<file path="src/rtl/pattern_gen.sv">
// Test-pattern generator for a dual-pixel LVDS panel: two independent pixel colours per clock,
// button-selected pattern mode that only switches on frame boundaries.
module pattern_gen #(
    parameter int H_ACTIVE        = 960,
    parameter int V_ACTIVE        = 1200,
    parameter int DEBOUNCE_CYCLES = 1000000
) (
    input  logic        i_clk,
    input  logic        i_reset,
    input  logic [11:0] i_x,
    input  logic [11:0] i_y,
    input  logic        i_btn,
    output logic [23:0] o_color,
    output logic [23:0] o_color_even,
    output logic [2:0]  o_mode,
    output logic [7:0]  o_frame
);

    localparam int CW    = $clog2(DEBOUNCE_CYCLES + 1);
    localparam int BAR_W = H_ACTIVE / 8;

    typedef enum logic [2:0] {
        MODE_BARS     = 3'd0,
        MODE_GRADIENT = 3'd1,
        MODE_CHECKER  = 3'd2,
        MODE_LINE     = 3'd3,
        MODE_GRID     = 3'd4
    } mode_e;

    logic          sync1_q, sync2_q;
    logic          dbLevel_q, dbLevel_d;
    logic [CW-1:0] dbCount_q, dbCount_d;
    logic          pending_q, pending_d;
    mode_e         mode_q, mode_d;
    logic [7:0]    frame_q, frame_d;
    logic [11:0]   prevY_q;
    logic [23:0]   color_q, color_d;
    logic [23:0]   colorEven_q, colorEven_d;

    logic          dbRise;
    logic          frameEdge;
    logic [2:0]    bar;
    logic          inRange;
    logic [11:0]   c0, c1;

    function automatic logic [23:0] barColor(input logic [2:0] b);
        case (b)
            3'd0:    barColor = 24'hFFFFFF;
            3'd1:    barColor = 24'hFFFF00;
            3'd2:    barColor = 24'h00FFFF;
            3'd3:    barColor = 24'h00FF00;
            3'd4:    barColor = 24'hFF00FF;
            3'd5:    barColor = 24'hFF0000;
            3'd6:    barColor = 24'h0000FF;
            default: barColor = 24'h000000;
        endcase
    endfunction

    function automatic logic [23:0] pixelColor(input logic [11:0] c, input logic [11:0] y,
                                               input mode_e mode, input logic [2:0] b,
                                               input logic [7:0] frame);
        pixelColor = 24'h000000;
        case (mode)
            MODE_BARS:     pixelColor = barColor(b);
            MODE_GRADIENT: pixelColor = {c[10:3], c[10:3], c[10:3]};
            MODE_CHECKER:  pixelColor = (c[5] ^ y[5]) ? 24'hFFFFFF : 24'h000000;
            MODE_LINE:     pixelColor = (c[10:3] == frame) ? 24'hFF0000 : 24'h000000;
            MODE_GRID: begin
                if (c == 12'd0 || c == 12'(2 * H_ACTIVE - 1) || y == 12'd0 ||
                    y == 12'(V_ACTIVE - 1) || c[5:0] == 6'd0 || y[5:0] == 6'd0)
                    pixelColor = 24'hFFFFFF;
            end
            default:       pixelColor = 24'h000000;
        endcase
    endfunction

    function automatic mode_e nextMode(input mode_e m);
        case (m)
            MODE_BARS:     nextMode = MODE_GRADIENT;
            MODE_GRADIENT: nextMode = MODE_CHECKER;
            MODE_CHECKER:  nextMode = MODE_LINE;
            MODE_LINE:     nextMode = MODE_GRID;
            default:       nextMode = MODE_BARS;
        endcase
    endfunction

    always_ff @(posedge i_clk) begin
        if (i_reset) begin
            sync1_q     <= 1'b0;
            sync2_q     <= 1'b0;
            dbLevel_q   <= 1'b0;
            dbCount_q   <= '0;
            pending_q   <= 1'b0;
            mode_q      <= MODE_BARS;
            frame_q     <= 8'd0;
            prevY_q     <= 12'd0;
            color_q     <= 24'h000000;
            colorEven_q <= 24'h000000;
        end else begin
            sync1_q     <= i_btn;
            sync2_q     <= sync1_q;
            dbLevel_q   <= dbLevel_d;
            dbCount_q   <= dbCount_d;
            pending_q   <= pending_d;
            mode_q      <= mode_d;
            frame_q     <= frame_d;
            prevY_q     <= i_y;
            color_q     <= color_d;
            colorEven_q <= colorEven_d;
        end
    end

    // Debounced level flips on the Nth consecutive clock of disagreement; agreement clears the count.
    always_comb begin
        dbLevel_d = dbLevel_q;
        dbCount_d = '0;
        if (sync2_q != dbLevel_q) begin
            if (dbCount_q == CW'(DEBOUNCE_CYCLES - 1))
                dbLevel_d = sync2_q;
            else
                dbCount_d = dbCount_q + 1'b1;
        end
        dbRise = ~dbLevel_q & dbLevel_d;
    end

    // A rise landing on the boundary clock is folded into pending before the advance decision.
    always_comb begin
        frameEdge = (prevY_q == 12'(V_ACTIVE - 1)) && (i_y == 12'd0);
        pending_d = pending_q | dbRise;
        mode_d    = mode_q;
        frame_d   = frame_q;
        if (frameEdge) begin
            frame_d = frame_q + 8'd1;
            if (pending_d) begin
                mode_d    = nextMode(mode_q);
                pending_d = 1'b0;
            end
        end
    end

    always_comb begin
        bar = 3'd0;
        for (int k = 1; k < 8; k++) begin
            if (i_x >= 12'(k * BAR_W))
                bar = 3'(k);
        end
        inRange     = (i_x < 12'(H_ACTIVE)) && (i_y < 12'(V_ACTIVE));
        c0          = {i_x[10:0], 1'b0};
        c1          = {i_x[10:0], 1'b1};
        color_d     = 24'h000000;
        colorEven_d = 24'h000000;
        if (inRange) begin
            color_d     = pixelColor(c0, i_y, mode_q, bar, frame_q);
            colorEven_d = pixelColor(c1, i_y, mode_q, bar, frame_q);
        end
    end

    assign o_color      = color_q;
    assign o_color_even = colorEven_q;
    assign o_mode       = mode_q;
    assign o_frame      = frame_q;

endmodule

</file>
<file path="config.mk">
export PLATFORM = sky130hd
export DESIGN_NAME = pattern_gen
export DESIGN_NICKNAME = d
export VERILOG_FILES = /design/src/rtl/pattern_gen.sv
export SDC_FILE = /design/constraint.sdc
export NUM_CORES = 1
export LEC_CHECK = 0
export CORE_ASPECT_RATIO = 1.25
export CORE_MARGIN = 2
export CORE_UTILIZATION = 50
export CTS_BUF_LIST = sky130_fd_sc_hd__clkbuf_8
export DETAILED_ROUTE_END_ITERATION = 12
export DONT_BUFFER_PORTS = 1
export GPL_ROUTABILITY_DRIVEN = 0
export SLEW_MARGIN = 20
export SYNTH_ARGS = -nofsm -noshare
export SYNTH_HDL_FRONTEND = slang
export SYNTH_SLANG_ARGS = --single-unit
export TNS_END_PERCENT = 50
</file>
<file path="constraint.sdc">
create_clock -name i_clk -period 3.55 [get_ports i_clk]
set_input_delay 0.71 -clock i_clk [delete_from_list [all_inputs] [get_ports i_clk]]
set_output_delay 0.71 -clock i_clk [all_outputs]
set_load 0.005 [all_outputs]
</file>
==> results of run 1 <==
==> stage by stage <==
stage                     setup WS [ps]  hold slack [ps]  cell area, um2  util (%)
after floorplan                     887              414            3740         -
after global placement              894              433            3780      51.7
after detailed placement            845              446            3780      51.7
after CTS                          1250              389            3980      54.4
after global routing               1170              379            4010      54.8
final                              1230              408            4010      54.8
==> kinds of logic after synthesis <==
| kind of cell | count (synthesis) |
|---|---|
| xor+xnor | 32 |
| compound gates | 91 |
| mux | 3 |
| flops | 95 |
| fa+ha+maj | 2 |
| simple gates | 162 |
| buf+inv | 29 |
==> worst max-delay path by stage <==
stage,endpoint,cells past startpoint
floorplan,o_frame[6]$_SDFFE_PP0P_,6
global placement,o_frame[7]$_SDFFE_PP0P_,5
detailed placement,o_frame[6]$_SDFFE_PP0P_,5
CTS,o_frame[6]$_SDFFE_PP0P_,5
global route,o_frame[6]$_SDFFE_PP0P_,5
finish,o_frame[6]$_SDFFE_PP0P_,5
==> registers in the layout (all words and copies together) (netlist names), 3 cells and up <==
register,count
o_color_even,24
o_mode,3
prevY_q,12
o_color,24
o_frame,8
dbCount_q,20
==> cells in the final DEF, fill, tap and decap left out, types with 3 or more instances in the layout <==
cell type / netlist / layout
xor2_1: 21 / 21
or4_1: 5 / 5
nand4_1: 8 / 8
inv_6: 0 / 3
nor3_1: 7 / 7
and3_1: 7 / 7
o21ai_0: 6 / 6
dfxtp_1: 95 / 95
a21oi_1: 63 / 63
nand2_1: 17 / 17
nand3_1: 15 / 15
a21o_1: 8 / 8
nor4_1: 8 / 8
o31ai_1: 3 / 3
nor2b_1: 18 / 18
or3_1: 3 / 3
inv_1: 4 / 4
clkbuf_8: 0 / 9
nor2_1: 56 / 56
xnor2_1: 11 / 11
==> power by group through the flow <==
stage	combinational, mW	sequential (mW)	clock (mW)
after floorplan	0.0730	1.11	0
after global placement	0.0725	1.11	0
after detailed placement	0.0733	1.11	0
after CTS	0.0735	1.09	0.735
after global routing	0.0846	1.09	0.778
final	0.0746	1.09	0.714
==> layout make-up <==
cell class	instances	area, um2	share of cell area, %
sequential	95	1900	47.5
multi-input combinational	290	1750	43.6
clock buffer	9	124	3.09
tap	92	115	2.87
clock inverter	7	77.6	1.94
timing repair buffer	1	27.5	0.687
inverter	4	15.0	0.375
==> routing by layer <==
| layer | track usage [%] | wire length [um] | vias to the layer above |
|---|---|---|---|
| li1 | - | - | 1417 |
| met1 | 26.0 | 3590 | 1347 |
| met2 | 36.8 | 4370 | 63 |
| met3 | 7.08 | 421 | 17 |
| met4 | 9.13 | 203 | 0 |
| met5 | 0 | 0 | - |
==> impl_metrics.csv, run 1 <==
group,metric,value,unit
floorplan,die_x,81.4,um
floorplan,fp.coreArea,0.00731,mm2
synth,syn-cell-area,0.00374,mm2
clocking,post_cts_resized,0,
timing,period_needed,2320,ps
grt,grt_pass1_wl,13800,um
clocking,ctsHoldBuffers,0,
timing,finClkSkew,11.6,ps
synth,yosysUniqueCellTypes,44,
timing,finalHoldViolations,0,
synth,yosysTopAreaCellShare,50.8,%
power_and_ir_drop,pwr-share-clk,38.1,%
final_layout,area_delta_synth_final,7.09,%
detailed_routing,wl_per_cell,17.2,um
power_and_ir_drop,power_density,468,mW/mm2
critical_path,end_kind,"flip-flop",
detailed_routing,viasPerCell,5.71,
worst_hold_path,holdPathStages,1,
critical_path,ff2ff_path_depth,5,
synth,synth_nets,443,
grt,grt_overflow_total,0,
synth,synthFlopType,"dfxtp_1",
synth,synth_fa_ha_area_share,0.669,%
timing,worstMarginPinSlew,971,ps
worst_hold_path,min_to,"o_frame[7]$_SDFFE_PP0P_",
timing,slew_violations,0,
power_and_ir_drop,switching_share,23.1,%
synth,yosysTopAreaCell,"dfxtp_1",
grt,track_usage,22.1,%
grt,grt_start_max_net_pins,49,
clocking,clock_sinks,95,
job,drv_cap,0,
timing,grt_setup_unrepaired,"false",
clocking,cts_tree,"done",
floorplan,fp.dieH,101,um
power_and_ir_drop,power.share.sequential,57.9,%
detailed_routing,drc,0,
placement,port_buffers,0,
clocking,cts-buffers-inserted,9,
synth,ys_seq_elements,95,
detailed_routing,vias,2844,
clocking,clk_pin_slew,90,ps
critical_path,cp_top_family,"simple AND/OR/NAND/NOR gates",
critical_path,cpPeakStageDelay,540,ps
synth,muxShareOfSynthArea,0.836,%
final_layout,drive_above_1_share,5.91,%
critical_path,slowest_stage,"or4_4",
run_status,outcome,"completed",
synth,yosysMostFrequentCell,"dfxtp_1",
final_layout,diodes,0,
critical_path,criticalPathCategory,"in -> reg",
power_and_ir_drop,power_switching,0.433,mW
synth,ys_top_cells_by_area,"dfxtp_1 51%, a21oi_1 8.4%, nor2_1 5.6%",
power_and_ir_drop,p_leak,1.39,nW
power_and_ir_drop,ir_drop,0.000379,V
timing,timing.fmax,0.431,GHz
final_layout,final_nets,430,
synth,postSynthCellCount,414,
critical_path,path_max_fanout,6,
detailed_routing,first_iter_violations,87,
critical_path,cp.buffers_inverters,0,
clocking,clk_path_buf_depth,2,
detailed_routing,ant_nets,0,
placement,hpwl,6130,um
synth,synth.avg_cell_area,9.04,um2
synth,yosys_warnings,0,
placement,dpl.cell_count,481,
power_and_ir_drop,pwr-share-comb,4.0,%
detailed_routing,wl,8590,um
floorplan,dieArea,0.00819,mm2
synth,synth_top_family_by_area,"simple AND/OR/NAND/NOR gates",
synth,synth_compound_area_share,14.2,%
worst_hold_path,hold_path.class,"in -> reg",
critical_path,worstSetupStartpointType,"input port",
power_and_ir_drop,intPower,1.44,mW
grt,grt_pass1_vias,2773,
synth,synth-xor-area-share,7.49,%
timing,slew-limit-headroom,35.0,%
worst_hold_path,holdCritStartpoint,"i_reset",
final_layout,n_fill_cell,657,
floorplan,start_util,51.2,%
floorplan,num_rows,35,
timing,fin_crit_sh,65.3,%
clocking,post_cts_buffers,0,
critical_path,cp.arrival,2610,ps
critical_path,path_cells,"or4_4 -> or3_4 -> or2_1 -> or4_1 -> a21oi_1",
synth,synth_top_cells_by_count,"95 x dfxtp_1, 63 x a21oi_1, 56 x nor2_1",
clocking,cts_root_buf,"clkbuf_8",
synth,yosysSeqAreaShare,50.8,%
clocking,clk_latency,360,ps
final_layout,stdcell_count,498,
power_and_ir_drop,finalPower,1.87,mW
critical_path,ff2ff_setup_slack,1270,ps
critical_path,startpoint,"i_y[6]",
timing,setup-tns-final,0,ps
synth,yosys.area_share.simple,22.8,%
floorplan,ios,86,
clocking,htreeDepth,3,
synth,synth-async-reset-ratio,0,%
critical_path,rr_endpoint,"o_frame[6]$_SDFFE_PP0P_",
grt,grt_antenna_before_repair,0,
timing,setup_viol,0,
critical_path,r2r-start,"prevY_q[9]$_SDFF_PP0_",
detailed_routing,first_pass_iters,4,
critical_path,crit_required,3850,ps
synth,synth_edf_count,0,
Note: power is estimated with default switching activity, not from simulation.
==> run 2, diff against run 1 <==
- clock period: 3.55 -> 2.25 ns (I/O delays scaled with it)
==> impl_metrics.csv, run 2 (same netlist as run 1, synthesis figures left out) <==
group,metric,value,unit
detailed_routing,wl,8560,um
placement,port_buffers,0,
grt,grt_antenna_before_repair,0,
worst_hold_path,hold_path.class,"in -> reg",
clocking,clk_pin_slew,100,ps
final_layout,layout_commonest_cell,"dfxtp_1",
timing,setup_viol,0,
final_layout,drive_above_1_share,9.79,%
floorplan,die_x,81.4,um
critical_path,end_kind,"flip-flop",
detailed_routing,ant_nets,0,
floorplan,fp.coreArea,0.00731,mm2
detailed_routing,route.met3.wl,403,um
clocking,post_cts_buffers,0,
floorplan,fp.dieH,101,um
grt,grt_start_max_net_pins,49,
detailed_routing,vias,2882,
clocking,htreeDepth,3,
final_layout,multi_input_comb_area,0.00176,mm2
detailed_routing,viasPerCell,5.64,
detailed_routing,top_layer,"met4",
timing,grt_setup_unrepaired,"false",
timing,layout_setup_ws,98.8,ps
placement,dpl_worst_slack,-87.7,ps
critical_path,crit_required,2550,ps
final_layout,stdcell_count,511,
detailed_routing,drt-met1-wl,3600,um
grt,grt_pass1_vias,2866,
detailed_routing,first_pass_iters,4,
timing,fin_crit_sh,95.6,%
detailed_routing,drc,0,
timing,period_needed,2150,ps
clocking,cts-buffers-inserted,9,
final_layout,area_delta_synth_final,9.57,%
power_and_ir_drop,finalPower,2.98,mW
floorplan,start_util,51.2,%
clocking,cts_tree,"done",
placement,dpl_cell_area,0.00389,mm2
final_layout,n_fill_cell,708,
detailed_routing,wl_met2,4390,um
detailed_routing,first_iter_violations,94,
clocking,clock_sinks,95,
timing,setup-tns-final,0,ps
power_and_ir_drop,power_density,726,mW/mm2
timing,slew-limit-headroom,56.2,%
floorplan,num_rows,35,
critical_path,path_max_fanout,5,
clocking,cts_root_buf,"clkbuf_8",
critical_path,criticalPathCategory,"reg -> reg",
grt,grt_pass1_wl,13900,um
floorplan,ios,86,
timing,finClkSkew,9.45,ps
final_layout,fin_area,0.00410,mm2
timing,worstMarginPinSlew,657,ps
placement,hpwl,6100,um
detailed_routing,wl_per_cell,16.8,um
placement,dpl.cell_count,495,
final_layout,layout_common_cells,"95 x dfxtp_1, 63 x a21oi_1, 56 x nor2_1",
power_and_ir_drop,ir_drop,0.000409,V
final_layout,diodes,0,
critical_path,ff2ff_path_depth,5,
clocking,clk_path_buf_depth,2,
final_layout,register_area,0.00190,mm2
job,drv_cap,0,
worst_hold_path,holdPathStages,1,
power_and_ir_drop,p_leak,1.45,nW
clocking,clk_latency,360,ps
timing,finalHoldViolations,0,
timing,hold_ws,141,ps
run_status,outcome,"completed",
final_layout,final_util,56.0,%
critical_path,cp.arrival,2450,ps
critical_path,worstSetupStartpointType,"flip-flop",
final_layout,final_nets,443,
timing,slew_violations,0,
grt,grt_overflow_total,0,
timing,timing.fmax,0.465,GHz
grt,track_usage,22.3,%
floorplan,dieArea,0.00819,mm2
[run 2: changes by cell type in the layout (fill, tap and decap cells not counted), sizes merged]
cell	delta
buf	+13
clkinv	-1
inv	+1
[run 2: power breakdown]
part           switching [mW]  internal (mW)
sequential             0.0121           1.70
clock                   0.616          0.528
combinational          0.0698         0.0494
[run 2: critical path, stage by stage (launching register included)]
cell     delay (ps)
dfxtp_1         320
or4b_4          540
or3_4           420
or2_1           280
or4_1           400
a21oi_1         130
[run 2: routing by layer]
layer	global-route usage [%]	up-vias
li1	-	1439
met1	25.4	1376
met2	37.5	51
met3	7.26	16
met4	9.65	0
met5	0	-
[run 2: worst paths after layout]
path,startpoint,endpoint,slack [ps]
worst max register to register,prevY_q[6]$_SDFF_PP0_,o_frame[6]$_SDFFE_PP0P_,100
worst max-delay path,prevY_q[6]$_SDFF_PP0_,o_frame[6]$_SDFFE_PP0P_,100
worst min register to register,sync1_q$_SDFF_PP0_,sync2_q$_SDFF_PP0_,450
worst min-delay path,i_reset,o_frame[1]$_SDFFE_PP0P_,140
[run 2: timing repair]
item | in CTS | in global routing
endpoints found under the hold margin | 0 | 0
setup endpoints to repair | 0 | 2
hold buffers | 0 | 0
resized for setup | 0 | 3
[run 2: layout make-up]
| type | count | share of cell area [%] |
|---|---|---|
| Clock buffer | 9 | 3.02 |
| Clock inverter | 7 | 1.89 |
| Inverter | 4 | 0.366 |
| Multi-Input combinational cell | 290 | 42.9 |
| Sequential cell | 95 | 46.4 |
| Tap cell | 92 | 2.81 |
| Timing Repair Buffer | 14 | 2.56 |
==> run 3, diff against run 2 <==
- CTS_CLUSTER_SIZE: default -> 16
- clock period: 2.25 -> 2.51 ns (I/O delays scaled with it)
==> impl_metrics.csv, run 3 (same netlist as run 1, synthesis figures left out) <==
group,metric,value,unit
timing,fin_crit_sh,90.4,%
run_status,outcome,"completed",
timing,setup_viol,0,
final_layout,final_nets,437,
detailed_routing,wl_per_cell,17.3,um
critical_path,r2r-start,"prevY_q[9]$_SDFF_PP0_",
critical_path,cp.arrival,2560,ps
floorplan,dieArea,0.00819,mm2
timing,period_needed,2270,ps
clocking,post_cts_buffers,0,
power_and_ir_drop,p_leak,1.42,nW
timing,worstMarginPinSlew,651,ps
final_layout,diodes,0,
critical_path,path_cells,"or4b_1 -> or3_4 -> or2_1 -> or4_1 -> a21oi_1",
critical_path,crit_required,2800,ps
clocking,post_cts_resized,0,
grt,grt_pass1_wl,14000,um
timing,setup-tns-final,0,ps
final_layout,area_delta_synth_final,8.19,%
clocking,cts_root_buf,"clkbuf_8",
power_and_ir_drop,power.share.sequential,57.1,%
floorplan,start_util,51.2,%
detailed_routing,wl,8740,um
power_and_ir_drop,intPower,2.05,mW
final_layout,final_util,55.3,%
timing,slew_violations,0,
detailed_routing,drc,0,
floorplan,ios,86,
clocking,cts-buffers-inserted,9,
critical_path,path_max_fanout,5,
grt,grt_start_max_net_pins,49,
floorplan,fp.dieH,101,um
grt,grt_antenna_before_repair,0,
final_layout,multi_input_comb_area,0.00175,mm2
timing,finalHoldViolations,0,
grt,grt_pass1_vias,2840,
power_and_ir_drop,pwr-share-clk,39.0,%
timing,grt_setup_unrepaired,"false",
final_layout,layout_commonest_cell,"dfxtp_1",
worst_hold_path,hold_path.class,"in -> reg",
critical_path,criticalPathCategory,"reg -> reg",
final_layout,register_area,0.00190,mm2
critical_path,cpPeakStageDelay,550,ps
power_and_ir_drop,power_switching,0.638,mW
clocking,clock_sinks,95,
critical_path,worstSetupStartpointType,"flip-flop",
power_and_ir_drop,pwr-share-comb,3.9,%
power_and_ir_drop,ir_drop,0.000395,V
detailed_routing,ant_nets,0,
grt,track_usage,22.2,%
detailed_routing,vias,2875,
critical_path,setup.worst_path.end,"o_frame[6]$_SDFFE_PP0P_",
worst_hold_path,holdPathStages,1,
critical_path,cp_top_family,"simple AND/OR/NAND/NOR gates",
clocking,clk_latency,360,ps
critical_path,ff2ff_setup_slack,240,ps
clocking,clk_pin_slew,100,ps
detailed_routing,first_iter_violations,150,
critical_path,ff2ff_path_depth,5,
timing,finClkSkew,11.7,ps
floorplan,die_x,81.4,um
placement,hpwl,6150,um
final_layout,layout_common_cells,"95 x dfxtp_1, 63 x a21oi_1, 56 x nor2_1",
clocking,clk_path_buf_depth,2,
detailed_routing,first_pass_iters,4,
detailed_routing,viasPerCell,5.69,
critical_path,startpoint,"prevY_q[9]$_SDFF_PP0_",
critical_path,slowest_stage,"or4b_1",
clocking,cts_tree,"done",
grt,grt_overflow_total,0,
power_and_ir_drop,switching_share,23.7,%
job,drv_cap,0,
clocking,htreeDepth,3,
critical_path,cp.buffers_inverters,0,
critical_path,critical_path_depth,5,
final_layout,n_fill_cell,673,
clocking,ctsHoldBuffers,0,
timing,timing.fmax,0.441,GHz
timing,slew-limit-headroom,56.6,%
floorplan,num_rows,35,
critical_path,rr_endpoint,"o_frame[6]$_SDFFE_PP0P_",
critical_path,end_kind,"flip-flop",
final_layout,drive_above_1_share,7.51,%
floorplan,fp.coreArea,0.00731,mm2
placement,port_buffers,0,
power_and_ir_drop,power_density,664,mW/mm2
## run 3: changes by cell type in the layout (fill, tap and decap cells not counted)
| cell | delta |
|---|---|
| or4b_1 | +2 |
| or2_4 | -1 |
| inv_8 | +2 |
| nor3_1 | +1 |
| inv_6 | -2 |
| or4b_4 | -2 |
| buf_4 | -6 |
| clkinv_4 | +1 |
| clkinv_2 | -1 |
| or2_1 | +1 |
| nor3_2 | -1 |
## run 3: worst min path at each step
stage,from,to,slack (ps)
after floorplan,sync1_q$_SDFF_PP0_,sync2_q$_SDFF_PP0_,410
after global placement,sync1_q$_SDFF_PP0_,sync2_q$_SDFF_PP0_,430
after detailed placement,sync1_q$_SDFF_PP0_,sync2_q$_SDFF_PP0_,440
after CTS,i_reset,prevY_q[8]$_SDFF_PP0_,180
after global routing,i_reset,prevY_q[8]$_SDFF_PP0_,170
final,i_reset,prevY_q[8]$_SDFF_PP0_,200
## run 3: area by class of cell
cell class / count / area share [%]
Multi-Input combinational cell: 290 / 43.1
Clock buffer: 9 / 3.06
Clock inverter: 7 / 2.13
Tap cell: 92 / 2.84
Sequential cell: 95 / 47.0
Inverter: 4 / 0.371
Timing Repair Buffer: 8 / 1.48
## run 3: layer usage
metal	track usage (%)	up-vias	routed length, um
met5	0	-	0
met4	7.82	0	130
met3	7.62	13	469
met2	37.8	58	4450
met1	25.5	1371	3690
li1	-	1433	-
## run 3: metrics by stage
step | total power [mW] | cell area (um2) | std cells | setup WS, ps | hold WS [ps]
CTS | 2.71 | 4050 | 505 | 250 | 183
detailed placement | 1.68 | 3840 | 489 | 39.3 | 437
finish | 2.69 | 4050 | 505 | 241 | 200
global route | 2.79 | 4050 | 505 | 141 | 171
global placement | 1.67 | 3840 | 489 | 80.6 | 435
floorplan | 1.67 | 3740 | 414 | 55.2 | 414
## run 3: power groups by stage
| stage | combinational [mW] | clock, mW | sequential, mW |
|---|---|---|---|
| after floorplan | 0.103 | 0 | 1.57 |
| after global placement | 0.104 | 0 | 1.57 |
| after detailed placement | 0.105 | 0 | 1.57 |
| after CTS | 0.105 | 1.07 | 1.54 |
| after global routing | 0.118 | 1.13 | 1.54 |
| final | 0.104 | 1.05 | 1.54 |
